**config.mk**
```make
export PLATFORM = sky130hd
export DESIGN_NAME = tick_gen
export DESIGN_NICKNAME = d
export VERILOG_FILES = /design/src/rtl/tick_gen_pkg.sv /design/src/rtl/tick_gen_go_debounce.sv /design/src/rtl/tick_gen.sv
export SDC_FILE = /design/constraint.sdc
export NUM_CORES = 1
export LEC_CHECK = 0
export BUFFER_PORTS_ARGS = -buffer_cell sky130_fd_sc_hd__buf_4
export CAP_MARGIN = 40
export CORE_MARGIN = 2
export CORE_UTILIZATION = 48
export CTS_CLUSTER_SIZE = 28
export DETAILED_ROUTE_END_ITERATION = 8
export PLACE_DENSITY = 0.76
export SYNTH_ARGS = -nofsm -noshare
export SYNTH_HDL_FRONTEND = slang
export SYNTH_HIERARCHICAL = 1
export SYNTH_SLANG_ARGS = --single-unit
```
**constraint.sdc**
```tcl
create_clock -name clk -period 4.5 [get_ports clk]
set_input_delay 0.225 -clock clk [delete_from_list [all_inputs] [get_ports clk]]
set_output_delay 0.225 -clock clk [all_outputs]
set_load 0.01 [all_outputs]
```
**src/rtl/tick_gen_pkg.sv**
```systemverilog
// tick_gen_pkg
//   Shared encodings and default sizes for the tick generator and its
//   button debouncer.
package tick_gen_pkg;

    // Debounce FSM encodings.
    typedef enum logic [1:0] {
        REL     = 2'd0,
        WAIT_P  = 2'd1,
        PRESSED = 2'd2,
        WAIT_R  = 2'd3
    } db_state_t;

    // Default prescale width.
    localparam int TG_DIV_W = 6;

    // Board build: about 10 ms of stable level at 50 MHz.
    localparam int TG_DEBOUNCE_BOARD = 500000;

    // Default debounce counter width; holds TG_DEBOUNCE_BOARD-1.
    localparam int TG_DB_W = 20;

endpackage

```
**src/rtl/tick_gen_go_debounce.sv**
```systemverilog
// go_debounce
//   Takes the raw active-low step button into the clk domain and debounces
//   it. The output is one strobe per accepted press plus a level for the LED.
//
//   Ports:
//     i_clk       system clock
//     i_rst       asynchronous active-high reset
//     i_go_n      raw button, active-low, asynchronous to i_clk
//     o_go_pulse  registered one-cycle strobe on an accepted press
//     o_go_level  debounced pressed level
//
//   state   | meaning
//   --------+-----------------------------------------------------------
//   REL     | button released and stable
//   WAIT_P  | low seen, counting stable low samples before accepting
//   PRESSED | press accepted
//   WAIT_R  | high seen, counting stable high samples before releasing
module go_debounce
    import tick_gen_pkg::*;
#(
    parameter int DEBOUNCE_CYCLES = 4,
    parameter int DB_W            = TG_DB_W
) (
    input  logic i_clk,
    input  logic i_rst,
    input  logic i_go_n,
    output logic o_go_pulse,
    output logic o_go_level
);

    localparam logic [DB_W-1:0] DB_LAST = DB_W'(DEBOUNCE_CYCLES - 1);

    logic            r_sync1;
    logic            r_sync2;
    db_state_t       r_state;
    db_state_t       w_state_nxt;
    logic [DB_W-1:0] r_db_cnt;
    logic [DB_W-1:0] w_db_cnt_nxt;
    logic            r_go_pulse;
    logic            w_go_pulse_nxt;

    // Synchronizer flops reset to 1 so a released button looks idle.
    always_ff @(posedge i_clk or posedge i_rst) begin
        if (i_rst) begin
            r_sync1 <= 1'b1;
            r_sync2 <= 1'b1;
        end else begin
            r_sync1 <= i_go_n;
            r_sync2 <= r_sync1;
        end
    end

    always_ff @(posedge i_clk or posedge i_rst) begin
        if (i_rst) begin
            r_state    <= REL;
            r_db_cnt   <= '0;
            r_go_pulse <= 1'b0;
        end else begin
            r_state    <= w_state_nxt;
            r_db_cnt   <= w_db_cnt_nxt;
            r_go_pulse <= w_go_pulse_nxt;
        end
    end

    always_comb begin
        w_state_nxt    = r_state;
        w_db_cnt_nxt   = r_db_cnt;
        w_go_pulse_nxt = 1'b0;
        case (r_state)
            REL: begin
                if (!r_sync2) begin
                    w_state_nxt  = WAIT_P;
                    w_db_cnt_nxt = '0;
                end
            end
            WAIT_P: begin
                if (r_sync2) begin
                    w_state_nxt = REL;
                end else if (r_db_cnt == DB_LAST) begin
                    w_state_nxt    = PRESSED;
                    w_go_pulse_nxt = 1'b1;
                end else begin
                    w_db_cnt_nxt = r_db_cnt + 1'b1;
                end
            end
            PRESSED: begin
                if (r_sync2) begin
                    w_state_nxt  = WAIT_R;
                    w_db_cnt_nxt = '0;
                end
            end
            WAIT_R: begin
                // Bouncing back low returns to PRESSED without a new strobe.
                if (!r_sync2) begin
                    w_state_nxt = PRESSED;
                end else if (r_db_cnt == DB_LAST) begin
                    w_state_nxt = REL;
                end else begin
                    w_db_cnt_nxt = r_db_cnt + 1'b1;
                end
            end
            default: begin
                w_state_nxt = REL;
            end
        endcase
    end

    assign o_go_pulse = r_go_pulse;
    assign o_go_level = (r_state == PRESSED) || (r_state == WAIT_R);

endmodule

```
**src/rtl/tick_gen.sv**
```systemverilog
// tick_gen
//   Produces the count-enable strobe for the board up/down counter: either a
//   prescaled periodic tick or one tick per debounced step-button press.
//
//   Ports:
//     clk       system clock (MAX10_CLK1_50)
//     reset     asynchronous active-high reset
//     enable    global enable; 0 suppresses all ticks
//     free_run  1 = periodic ticks, 0 = single-step on button press
//     divideby  prescale terminal value; period = divideby+1 clocks
//     go_n      raw step button, active-low
//     tick      registered single-cycle count strobe
//     go_pulse  registered single-cycle strobe on an accepted press
//     go_level  debounced pressed level
module tick_gen
    import tick_gen_pkg::*;
#(
    parameter int DIV_W           = TG_DIV_W,
    parameter int DEBOUNCE_CYCLES = 4,
    parameter int DB_W            = TG_DB_W
) (
    input  logic             clk,
    input  logic             reset,
    input  logic             enable,
    input  logic             free_run,
    input  logic [DIV_W-1:0] divideby,
    input  logic             go_n,
    output logic             tick,
    output logic             go_pulse,
    output logic             go_level
);

    logic [DIV_W-1:0] r_pre_cnt;
    logic             r_tick;
    logic             w_go_pulse;
    logic             w_go_level;

    go_debounce #(
        .DEBOUNCE_CYCLES (DEBOUNCE_CYCLES),
        .DB_W            (DB_W)
    ) u_go_debounce (
        .i_clk      (clk),
        .i_rst      (reset),
        .i_go_n     (go_n),
        .o_go_pulse (w_go_pulse),
        .o_go_level (w_go_level)
    );

    always_ff @(posedge clk or posedge reset) begin
        if (reset) begin
            r_pre_cnt <= '0;
            r_tick    <= 1'b0;
        end else if (!enable) begin
            // Counter holds so re-enabling resumes the same phase.
            r_tick <= 1'b0;
        end else if (free_run) begin
            // >= rather than == so lowering divideby below the current count
            // ticks at once instead of wrapping through the full range.
            if (r_pre_cnt >= divideby) begin
                r_tick    <= 1'b1;
                r_pre_cnt <= '0;
            end else begin
                r_tick    <= 1'b0;
                r_pre_cnt <= r_pre_cnt + 1'b1;
            end
        end else begin
            r_tick    <= w_go_pulse;
            r_pre_cnt <= '0;
        end
    end

    assign tick     = r_tick;
    assign go_pulse = w_go_pulse;
    assign go_level = w_go_level;

endmodule
```
# Yosys cells after proc, flatten, opt, wreduce, memory -nomap -nowiden
# Cells that the tools add are included.
[op_classes]
add_sub_neg = 2
magnitude_cmp = 1
n_eq_ne = 10
muxes = 21
reduce_logical = 4
[ops]
columns = ["operator", "count"]
rows = [
  ["$mux 20", 5],
  ["$pmux 20 s4", 1],
  ["$add 20x1->20 const B", 1],
  ["$eq 20x2->1 const B", 1],
  ["$mux 2", 6],
  ["$mux 6", 2],
  ["$pmux 2 s4", 1],
  ["$reduce_and 4->1", 2],
  ["$add 6x1->6 const B", 1],
  ["$ge 6x6->1", 1],
  ["$mux 1", 6],
  ["$eq 2x2->1 const B", 2],
  ["$ne 2x1->1 const B", 2],
  ["$ne 2x2->1 const B", 2],
  ["$ne 3x1->1 const B", 1],
  ["$ne 3x3->1 const B", 1],
  ["$eq 2x1->1 const B", 1],
  ["$logic_not 2->1", 1],
  ["$logic_or 1x1->1", 1],
]
[word_totals]
ff_bits = 32
out_inout_bits = 3

# Logic depth before layout (Yosys ltp)
# Gate-level depths: netlist of run 1.
[depth]
depth_word = 4
depth_mapped = 7
mapped_depth_nobuf = 6

# Cells and area by module
# Netlist of run 1, hierarchy kept.
[by_module_without_submodules]
columns = ["mod", "n_inst", "cells_per_inst", "area_per_inst_um2", "seq_area_each_um2"]
rows = [
  ["go_debounce", 1, 163, 1390.1, 628.1],
  ["tick_gen", 1, 53, 499.2, 175.2],
]

# Worst setup path after synthesis of run 1
# OpenSTA, ideal clock, no wires.
[synth_timing]
kind = "reg2reg"
from = "reg u_go_debounce.r_db_cnt[8]"
to = "reg u_go_debounce.r_db_cnt[11]"
arrival_time_ns = 1.936
setup_slack_ns = 2.432
stages_incl_launch_ff = 8
path_buffers = 2
path_cell_list = "dfrtp_1 > buf_6 > or4_1 > or4_1 > o21ba_2 > buf_2 > a31oi_1 > a31oi_1"
[synth_between]
elab_chain_len = 4
elab_cells_between_ends = 6
cone_classes = "add/sub (1); eq/ne (1); mux (4)"
[synth_rtl]
columns = ["element", "line_no", "rtl"]
rows = [
  ["start, declared", "tick_gen_go_debounce.sv:37", "logic [DB_W-1:0] r_db_cnt;"],
  ["start signal, assigned", "tick_gen_go_debounce.sv:60", "r_db_cnt <= w_db_cnt_nxt;"],
  ["$add 20x1->20 / $eq 20x2->1 (equally long branches)", "--", ""],
  ["$mux 20 (*)", "tick_gen_go_debounce.sv:79, tick_gen_go_debounce.sv:96", ""],
  ["$mux 20 (on tied branches)", "tick_gen_go_debounce.sv:94, tick_gen_go_debounce.sv:77", ""],
  ["$pmux 20 s4 (*)", "tick_gen_go_debounce.sv:69", "case (r_state)"],
]
# Mark *: on every way between the ends. The rest lies on a longest branch, timed or not. The select of a mux whose other input is x is not followed.
# A chain may end at the register's enable or synchronous reset.

# Worst setup path in the final report of run 1
[layout_timing]
from = "reg u_go_debounce.r_db_cnt[8]"
to = "reg u_go_debounce.r_db_cnt[17]"
# Same word-level chain as after synthesis.

==> metrics.txt, run 1 <==
CTS tree=yes; required time at the worst-slack endpoint=4.66 ns; dpl cells=265; wire length of the first global-routing pass=6830 um; WHS=0.0415 ns; final core utilization=56.8%; Worst setup EP type=register; core area=0.00372 mm^2; area of the multi-input gates=960 um^2; DIE AREA=0.00445 mm^2; final worst path period need=2.20 ns; wire length per cell=14.4 um; Async SR Flop Fraction=100%; Clock Tree Root=clkbuf_8; clock tree buffer depth=2; switch share=37.4%; Die H=66.7 um; synthesized area=0.00189 mm^2; WP data arrival=2.36 ns; Comb pwr share=34.6%; clk_skew=0.00900 ns; hold path cells=1; area delta synth->final=11.8%; Final Slew Violations=0; status=finished clean; final hold violation count=0; beginning of the critical path=u_go_debounce/r_db_cnt[8]$_DFFE_PP0P_; setup TNS=0 ns; synth warn=6; Die X=66.7 um; Reg power frac=41.5%; Yosys cell types=43; top_reg_cell synth=dfrtp_1; routed vias=1594; EDFF count, synth=0; Least-Margin Pin Slew=0.709 ns; worst slack at placement=2.33 ns; clock share of power=23.9%; depth of the worst register-to-register path=5; crit-path most repeated cell=or4_1; ANT cells=0; Avg Inst Size Synth=8.75 um^2; Yosys top cell area share=39.7%; gpl congestion=0.829; Slew headroom=52.4%; Post-Layout Cell Count=274; largest net degree at the start of global routing=25; initial core utilization=50.8%; Cells after Synth=216; antenna violations before repair=0; CTS H-tree lvls=2; Max Freq=455 MHz; RSZ-0062 raised after global routing=no; detailed-router iteration count before antenna repair=5; register area share after synthesis=42.5%; via density per instance=5.82; Detailed Place HPWL=2790 um; final WL=3950 um; CP peak stage delay=0.51 ns; Boundary Pins=14; Post-DP Area=0.00201 mm^2; Mapped Nets=235; share of cells above drive strength 1=13.3%; P_int=0.590 mW; hold_sp=go_n; # clock sinks=32; Worst Setup Start Kind=register; top-count cell post-synth=dfrtp_1; max_cap viols=0; critical path class=register to register; total track usage=20.8%; Setup Buffers After CTS=0; FF+latch area=803 um^2; commonest cells in the netlist=dfrtp_1 (30), nand2_1 (24), inv_1 (16); Critical R2R Launch=u_go_debounce/r_db_cnt[8]$_DFFE_PP0P_; nets@finish=244; final setup fails=0; Num CTS Buffers=5; post-route DRC violation count=0; Filler Cell Count=356; Port-buffer cells=13; Leak Pwr=0.924 nW; VDD IR max=0.000283 V; vias in the first global route=1515; antenna-violating nets left=0; HP Class=primary input to register; fin worst setup slack=2.30 ns; fin crit share=48.9%; Iteration-0 DRC Markers=86; Cell Chain, Critical Path=or4_1 -> or4_1 -> o21ba_2 -> a41oi_1 -> a31oi_1; worst skew pair latency=0.29 ns; Final Cell Area=0.00211 mm^2; Max stage delay cell, worst path=or4_1; # rows=22; switching power=0.353 mW; synthesized flop and latch total=32; gr ovfl total=0; cell taking the most area after synthesis=dfrtp_1; largest fanout on the critical path=24; synth top area cells=dfrtp_1 (40%), ha_1 (5.3%), nand2_1 (4.8%); power density over the cells=446 mW/mm^2; Total Power=0.943 mW; Worst-path clk slew=0.06 ns
-- state kept, by name, summed over array words and instances, names as in the netlist, named ones only --
signal                    count
r_pre_cnt                     6
tick                          1
u_go_debounce/o_go_pulse      1
u_go_debounce/r_db_cnt       20
u_go_debounce/r_state         1
u_go_debounce/r_sync1         1
u_go_debounce/r_sync2         1
-- layer usage --
metal  share of wire, %  track usage, %  routed length (um)  up-vias
met1                 45            25.1                1790      730
met2                 48            33.0                1890       54
li1                   -               -                   -      804
met3                5.4            6.59                 215        6
met5                  0               0                   0        -
met4                1.4            11.0                  55        0
-- path summary, 6_finish.rpt --
kind	endpoint	slack [ns]
worst min register to register	u_go_debounce/r_sync2$_DFF_PP1_	0.36
worst max register to register	u_go_debounce/r_db_cnt[17]$_DFFE_PP0P_	2.30
worst max-delay path	u_go_debounce/r_db_cnt[17]$_DFFE_PP0P_	2.30
max in group asynchronous	u_go_debounce/r_sync2$_DFF_PP1_	3.46
min in group asynchronous	r_pre_cnt[3]$_DFFE_PP0P_	0.43
worst min-delay path	u_go_debounce/r_sync1$_DFF_PP1_	0.04
-- critical path, delay by kind of cell, from the launching register on --
kind	cells	cell delay [ns]
AO/OA/AOI/OAI	3	0.68
flip-flops	1	0.47
AND/OR/NAND/NOR	2	0.92
-- layout make-up --
type	instances	area share, %
repair buffers	15	6.40
clock inverters	1	0.355
clock buffers	7	4.09
well taps	48	2.84
inverters	16	2.84
multi-input cells	155	45.4
flip-flops and latches	32	38.0
-- cell families after synthesis --
group,count (synthesis),share of synthesized area [%]
and+or+nand+nor,83,22.7
AOI/OAI and AO/OA,59,20.5
DFF,32,42.5
buffers and inverters,29,6.69
adders and majority gates,8,5.30
xor gates and xnor gates,4,1.85
muxes,1,0.530
-- cell usage in the layout, fill, tap and decap left out, drive strengths merged, types with 2 or more instances in the layout --
master	count
ha	8
o22ai	2
or4	2
buf	14
a41oi	2
dfstp	2
or3	3
nor4	5
xnor2	2
clkbuf	7
a31oi	14
o21a	3
or4b	2
a21o	2
nand3	10
nand4	7
xor2	2
inv	16
o31ai	3
nand2	24
dfrtp	30
o21ai	15
nor2	14
nor3	8
a21oi	12
-- repair_timing --
item	4_1_cts	5_1_grt
hold endpoints to repair	16	0
gates resized for setup	0	0
hold buffers	1	0
-- power by group through the flow --
stage,Clock (mW),Combinational [mW],Sequential (mW)
2_1_floorplan,0,0.278,0.368
3_3_place_gp,0,0.306,0.394
3_5_place_dp,0,0.323,0.395
4_1_cts,0.234,0.326,0.390
5_1_grt,0.251,0.364,0.399
6_report,0.226,0.326,0.391
(Power assumes the default switching activity.)
==> inputs of run 2 (changes only) <==
- clock period: 4.5 -> 2.15 ns (I/O delays scaled with it)
==> run 2 against run 1 <==
Sequential share of layout area fell by 1.3 points. Clock skew fell by 0.0048 ns. Core utilization rose by 2.0 points. Register-to-register slack got worse by 2.2 ns. Non-clock buffer count rose by 9. Total power rose by 120%. Die area did not move. Sequential cell count did not move. Clock-buffer cell count did not move. First-iteration DRC count rose by 27%. Wire length rose by 5.3%.
==> metrics.txt, run 2 (synthesis gave the netlist of run 1 again) <==
final WL=4160 um; Critical R2R Launch=u_go_debounce/r_db_cnt[19]$_DFFE_PP0P_; most frequent cells in the layout=dfrtp_1 (30), nand2_1 (24), buf_4 (22), inv_1 (16); CP Capture Point=u_go_debounce/r_db_cnt[13]$_DFFE_PP0P_; fin worst setup slack=0.0863 ns; final hold violation count=0; Largest Register=u_go_debounce/r_db_cnt; final worst path period need=2.06 ns; clk_skew=0.00424 ns; Boundary Pins=14; switching power=0.753 mW; # rows=22; P_int=1.30 mW; Die X=66.7 um; # clock sinks=32; largest fanout on the critical path=12; vias in the first global route=1636; DIE AREA=0.00445 mm^2; Setup Buffers After CTS=0; Comb pwr share=35.7%; setup TNS=0 ns; wire length of the first global-routing pass=7160 um; max_cap viols=0; antenna violations before repair=0; Worst setup EP type=register; max reg flops=20; Reg-to-Reg End=u_go_debounce/r_db_cnt[13]$_DFFE_PP0P_; total track usage=21.8%; worst skew pair latency=0.29 ns; final core utilization=58.8%; HP Class=primary input to register; via density per instance=5.95; critical path class=register to register; status=finished clean; nets@finish=254; Worst-path clk slew=0.06 ns; hold_sp=enable; Slew headroom=59.2%; Port-buffer cells=13; commonest non-fill, non-tap cell in the layout=dfrtp_1; switch share=36.8%; core area=0.00372 mm^2; clock tree buffer depth=2; power density over the cells=938 mW/mm^2; ANT cells=0; Least-Margin Pin Slew=0.607 ns; fin crit share=96.0%; RSZ-0062 raised after global routing=no; R2R setup slack=0.09 ns; final setup fails=0; area delta synth->final=15.6%; Final Slew Violations=0; WP data arrival=2.23 ns; Largest regs=u_go_debounce/r_db_cnt (20), r_pre_cnt (6); largest net degree at the start of global routing=26; wire length per cell=14.7 um; Iteration-0 DRC Markers=109; share of cells above drive strength 1=17.0%; post-route DRC violation count=0; Worst Setup Start Kind=register; worst slack at placement=0.00483 ns; WHS=0.0823 ns; depth of the worst register-to-register path=5; Total Power=2.05 mW; Max Freq=485 MHz; Leak Pwr=0.973 nW; clock share of power=24.1%; beginning of the critical path=u_go_debounce/r_db_cnt[19]$_DFFE_PP0P_; Num CTS Buffers=5; initial core utilization=50.8%; CTS tree=yes; Die H=66.7 um; detailed-router iteration count before antenna repair=4; Detailed Place HPWL=2910 um; VDD IR max=0.000695 V; required time at the worst-slack endpoint=2.32 ns; Filler Cell Count=323; gr ovfl total=0; Clock Tree Root=clkbuf_8; gpl congestion=0.841; Reg power frac=40.2%; antenna-violating nets left=0; CTS H-tree lvls=2; routed vias=1683
==> run 2: cell type report <==
class / count / area, um^2 / share of cell area (%)
multi-input combinational: 156 / 980 / 44.8
sequential: 32 / 803 / 36.8
timing repair buffer: 24 / 185 / 8.48
clock buffer: 7 / 96.3 / 4.41
inverter: 16 / 60.1 / 2.75
tap: 48 / 60.1 / 2.75
==> run 2: worst min-delay path by stage <==
stage | end | slack, ns | cells past startpoint
2_1_floorplan | r_pre_cnt[0]$_DFFE_PP0P_ | -0.09 | 1
5_1_grt | tick$_DFF_PP0_ | 0.09 | 2
3_5_place_dp | r_pre_cnt[2]$_DFFE_PP0P_ | 0.07 | 2
6_report | r_pre_cnt[5]$_DFFE_PP0P_ | 0.08 | 2
3_3_place_gp | r_pre_cnt[4]$_DFFE_PP0P_ | 0.06 | 2
4_1_cts | r_pre_cnt[3]$_DFFE_PP0P_ | 0.07 | 2
==> run 2: metrics by stage <==
stage	instances	area [um^2]
5_1_grt	283	2180
2_1_floorplan	216	1890
4_1_cts	282	2170
6_report	283	2180
3_3_place_gp	273	2050
3_5_place_dp	273	2050
==> run 2: metal layers <==
metal | up-vias | routed length (um) | track usage, %
li1 | 822 | - | -
met4 | 0 | 116 | 14.5
met2 | 47 | 2010 | 35.1
met3 | 11 | 210 | 5.07
met5 | - | 0 | 0
met1 | 803 | 1820 | 25.8
==> run 2: repair_timing <==
action | CTS | global route
hold endpoints to repair | 31 | 0
setup endpoints to repair | 1 | 1
gates resized for setup | 1 | 1
hold buffers | 2 | 0
gates cloned | 0 | 1
==> run 2: power groups by stage <==
stage          registers, mW  clock network (mW)  logic [mW]
2_1_floorplan          0.771                   0       0.582
3_3_place_gp           0.825                   0       0.659
3_5_place_dp           0.829                   0       0.684
4_1_cts                0.819               0.505       0.701
5_1_grt                0.841               0.529       0.835
6_report               0.823               0.493       0.732
==> run 2: worst max-delay path, stage by stage (launching register included) <==
cell and delay [ns]:
dfrtp_1 0.41, or4_1 0.54, or4_4 0.45, o21ba_4 0.26, a41oi_1 0.22, a31oi_1 0.06
==> inputs of run 3 (changes only) <==
- SETUP_SLACK_MARGIN: default -> 0.2
==> run 3 against run 2 <==
Global-route usage increased by 0.72 points. Worst hold slack worse by 0.0095 ns. Critical path depth unchanged. Worst setup slack better by 0.036 ns. Register-to-register slack gained 0.04 ns. Sequential power barely moved. Total power increased by 1.7%. Via count down 0.24%. Clock-buffer cell count did not move. Design area increased by 3.4%. Cell count is 1.1% higher. Critical path type unchanged. Largest power group is now combinational cells.
==> metrics.txt, run 3 (synthesis gave the netlist of run 1 again) <==
ANT cells=0; setup TNS=0 ns; Final Slew Violations=0; critical path class=register to register; RSZ-0062 raised after global routing=yes; Iteration-0 DRC Markers=85; # rows=22; gpl congestion=0.881; antenna-violating nets left=0; Post-Layout Cell Count=286; share of cells above drive strength 1=20.6%; area of the multi-input gates=0.00107 mm^2; # clock sinks=32; Largest regs=u_go_debounce/r_db_cnt (20), r_pre_cnt (6); total track usage=22.5%; max reg flops=20; initial core utilization=50.8%; most frequent cells in the layout=dfrtp_1 (30), nand2_1 (24), buf_4 (23), inv_1 (16); R2R setup slack=0.12 ns; WP data arrival=2.18 ns; vias in the first global route=1577; Die H=66.7 um; FF+latch area=803 um^2; Port-buffer cells=13; Filler Cell Count=319; post-route DRC violation count=0; Worst-path clk slew=0.06 ns; area delta synth->final=19.5%; fin worst setup slack=0.122 ns; CTS tree=yes; Num CTS Buffers=5; Largest Register=u_go_debounce/r_db_cnt; via density per instance=5.87; largest fanout on the critical path=6; status=finished clean; worst skew pair latency=0.28 ns; wire length of the first global-routing pass=7390 um; HP Class=primary input to register; final setup fails=0; clk_skew=0.00722 ns; power density over the cells=923 mW/mm^2; required time at the worst-slack endpoint=2.31 ns; largest net degree at the start of global routing=26; Clock Tree Root=clkbuf_8; VDD IR max=0.000943 V; antenna violations before repair=0; routed vias=1679; final worst path period need=2.03 ns; Least-Margin Pin Slew=0.384 ns; Boundary Pins=14; clock tree buffer depth=2; CTS H-tree lvls=2; Die X=66.7 um; fin crit share=94.3%; Worst Setup Start Kind=register; dpl cells=272; Leak Pwr=0.983 nW; detailed-router iteration count before antenna repair=4; gr ovfl total=0; worst slack at placement=0.0905 ns; core area=0.00372 mm^2; wire length per cell=15.6 um; Detailed Place HPWL=2820 um; Max Freq=493 MHz; final WL=4450 um; max_cap viols=0; commonest non-fill, non-tap cell in the layout=dfrtp_1; final hold violation count=0; Slew headroom=74.2%; DIE AREA=0.00445 mm^2; WHS=0.0727 ns; Worst setup EP type=register; nets@finish=257
## run 3: cell count changes in the layout (fill, tap and decap cells not counted), moves of 2 or more
cell,delta
a41oi_1,-2
a41oi_2,+2
clkbuf_1,+2
clkbuf_8,-2
## run 3: area by class of cell
cell class	count	share of cell area [%]
Multi-Input combinational cell	158	47.2
Sequential cell	32	35.6
Clock buffer	7	3.38
Inverter	16	2.66
Tap cell	48	2.66
Timing Repair Buffer	25	8.53
## run 3: repair_timing
action | in CTS | in global routing
cloned | 2 | 1
endpoints found under the setup margin | 12 | 17
hold endpoints to repair | 31 | 0
hold buffers | 2 | 0
setup buffers | 1 | 1
resized for setup | 3 | 8
## run 3: layer usage
metal	up-vias	global-route usage [%]	routed length [um]
li1	832	-	-
met1	798	28.4	1980
met2	41	36.9	2160
met3	8	5.07	223
met4	0	9.95	83
met5	-	0	0
## run 3: final timing paths
kind / start / end / cells past startpoint
max: u_go_debounce/r_db_cnt[7]$_DFFE_PP0P_ / u_go_debounce/r_db_cnt[13]$_DFFE_PP0P_ / 5
min: enable / r_pre_cnt[5]$_DFFE_PP0P_ / 2
max reg2reg: u_go_debounce/r_db_cnt[7]$_DFFE_PP0P_ / u_go_debounce/r_db_cnt[13]$_DFFE_PP0P_ / 5
min reg2reg: u_go_debounce/r_sync1$_DFF_PP1_ / u_go_debounce/r_sync2$_DFF_PP1_ / 0
max in group asynchronous: reset / u_go_debounce/r_sync1$_DFF_PP1_ / 4
min in group asynchronous: reset / r_pre_cnt[5]$_DFFE_PP0P_ / 3
## run 3: worst max-delay path: stages, from the launching register on
cell     delay, ns
dfrtp_1       0.37
or4_4         0.53
or4_4         0.47
o21ba_4       0.27
a41oi_2       0.21
a31oi_1       0.06
## run 3: report_power, final
group	internal (mW)	leakage (nW)	switching (mW)	total [mW]
Sequential	0.695	0.428	0.129	0.825
Combinational	0.365	0.516	0.475	0.840
Clock	0.222	0.0383	0.197	0.419
Total	1.28	0.983	0.802	2.08
## run 3: stage by stage
step           power, mW  util, %  cell area (um^2)
4_1_cts             2.01     58.9              2190
2_1_floorplan       1.39        -              1910
6_report            2.08     60.8              2260
5_1_grt             2.25     60.8              2260
3_5_place_dp        1.51     55.2              2050
3_3_place_gp        1.50     55.2              2050
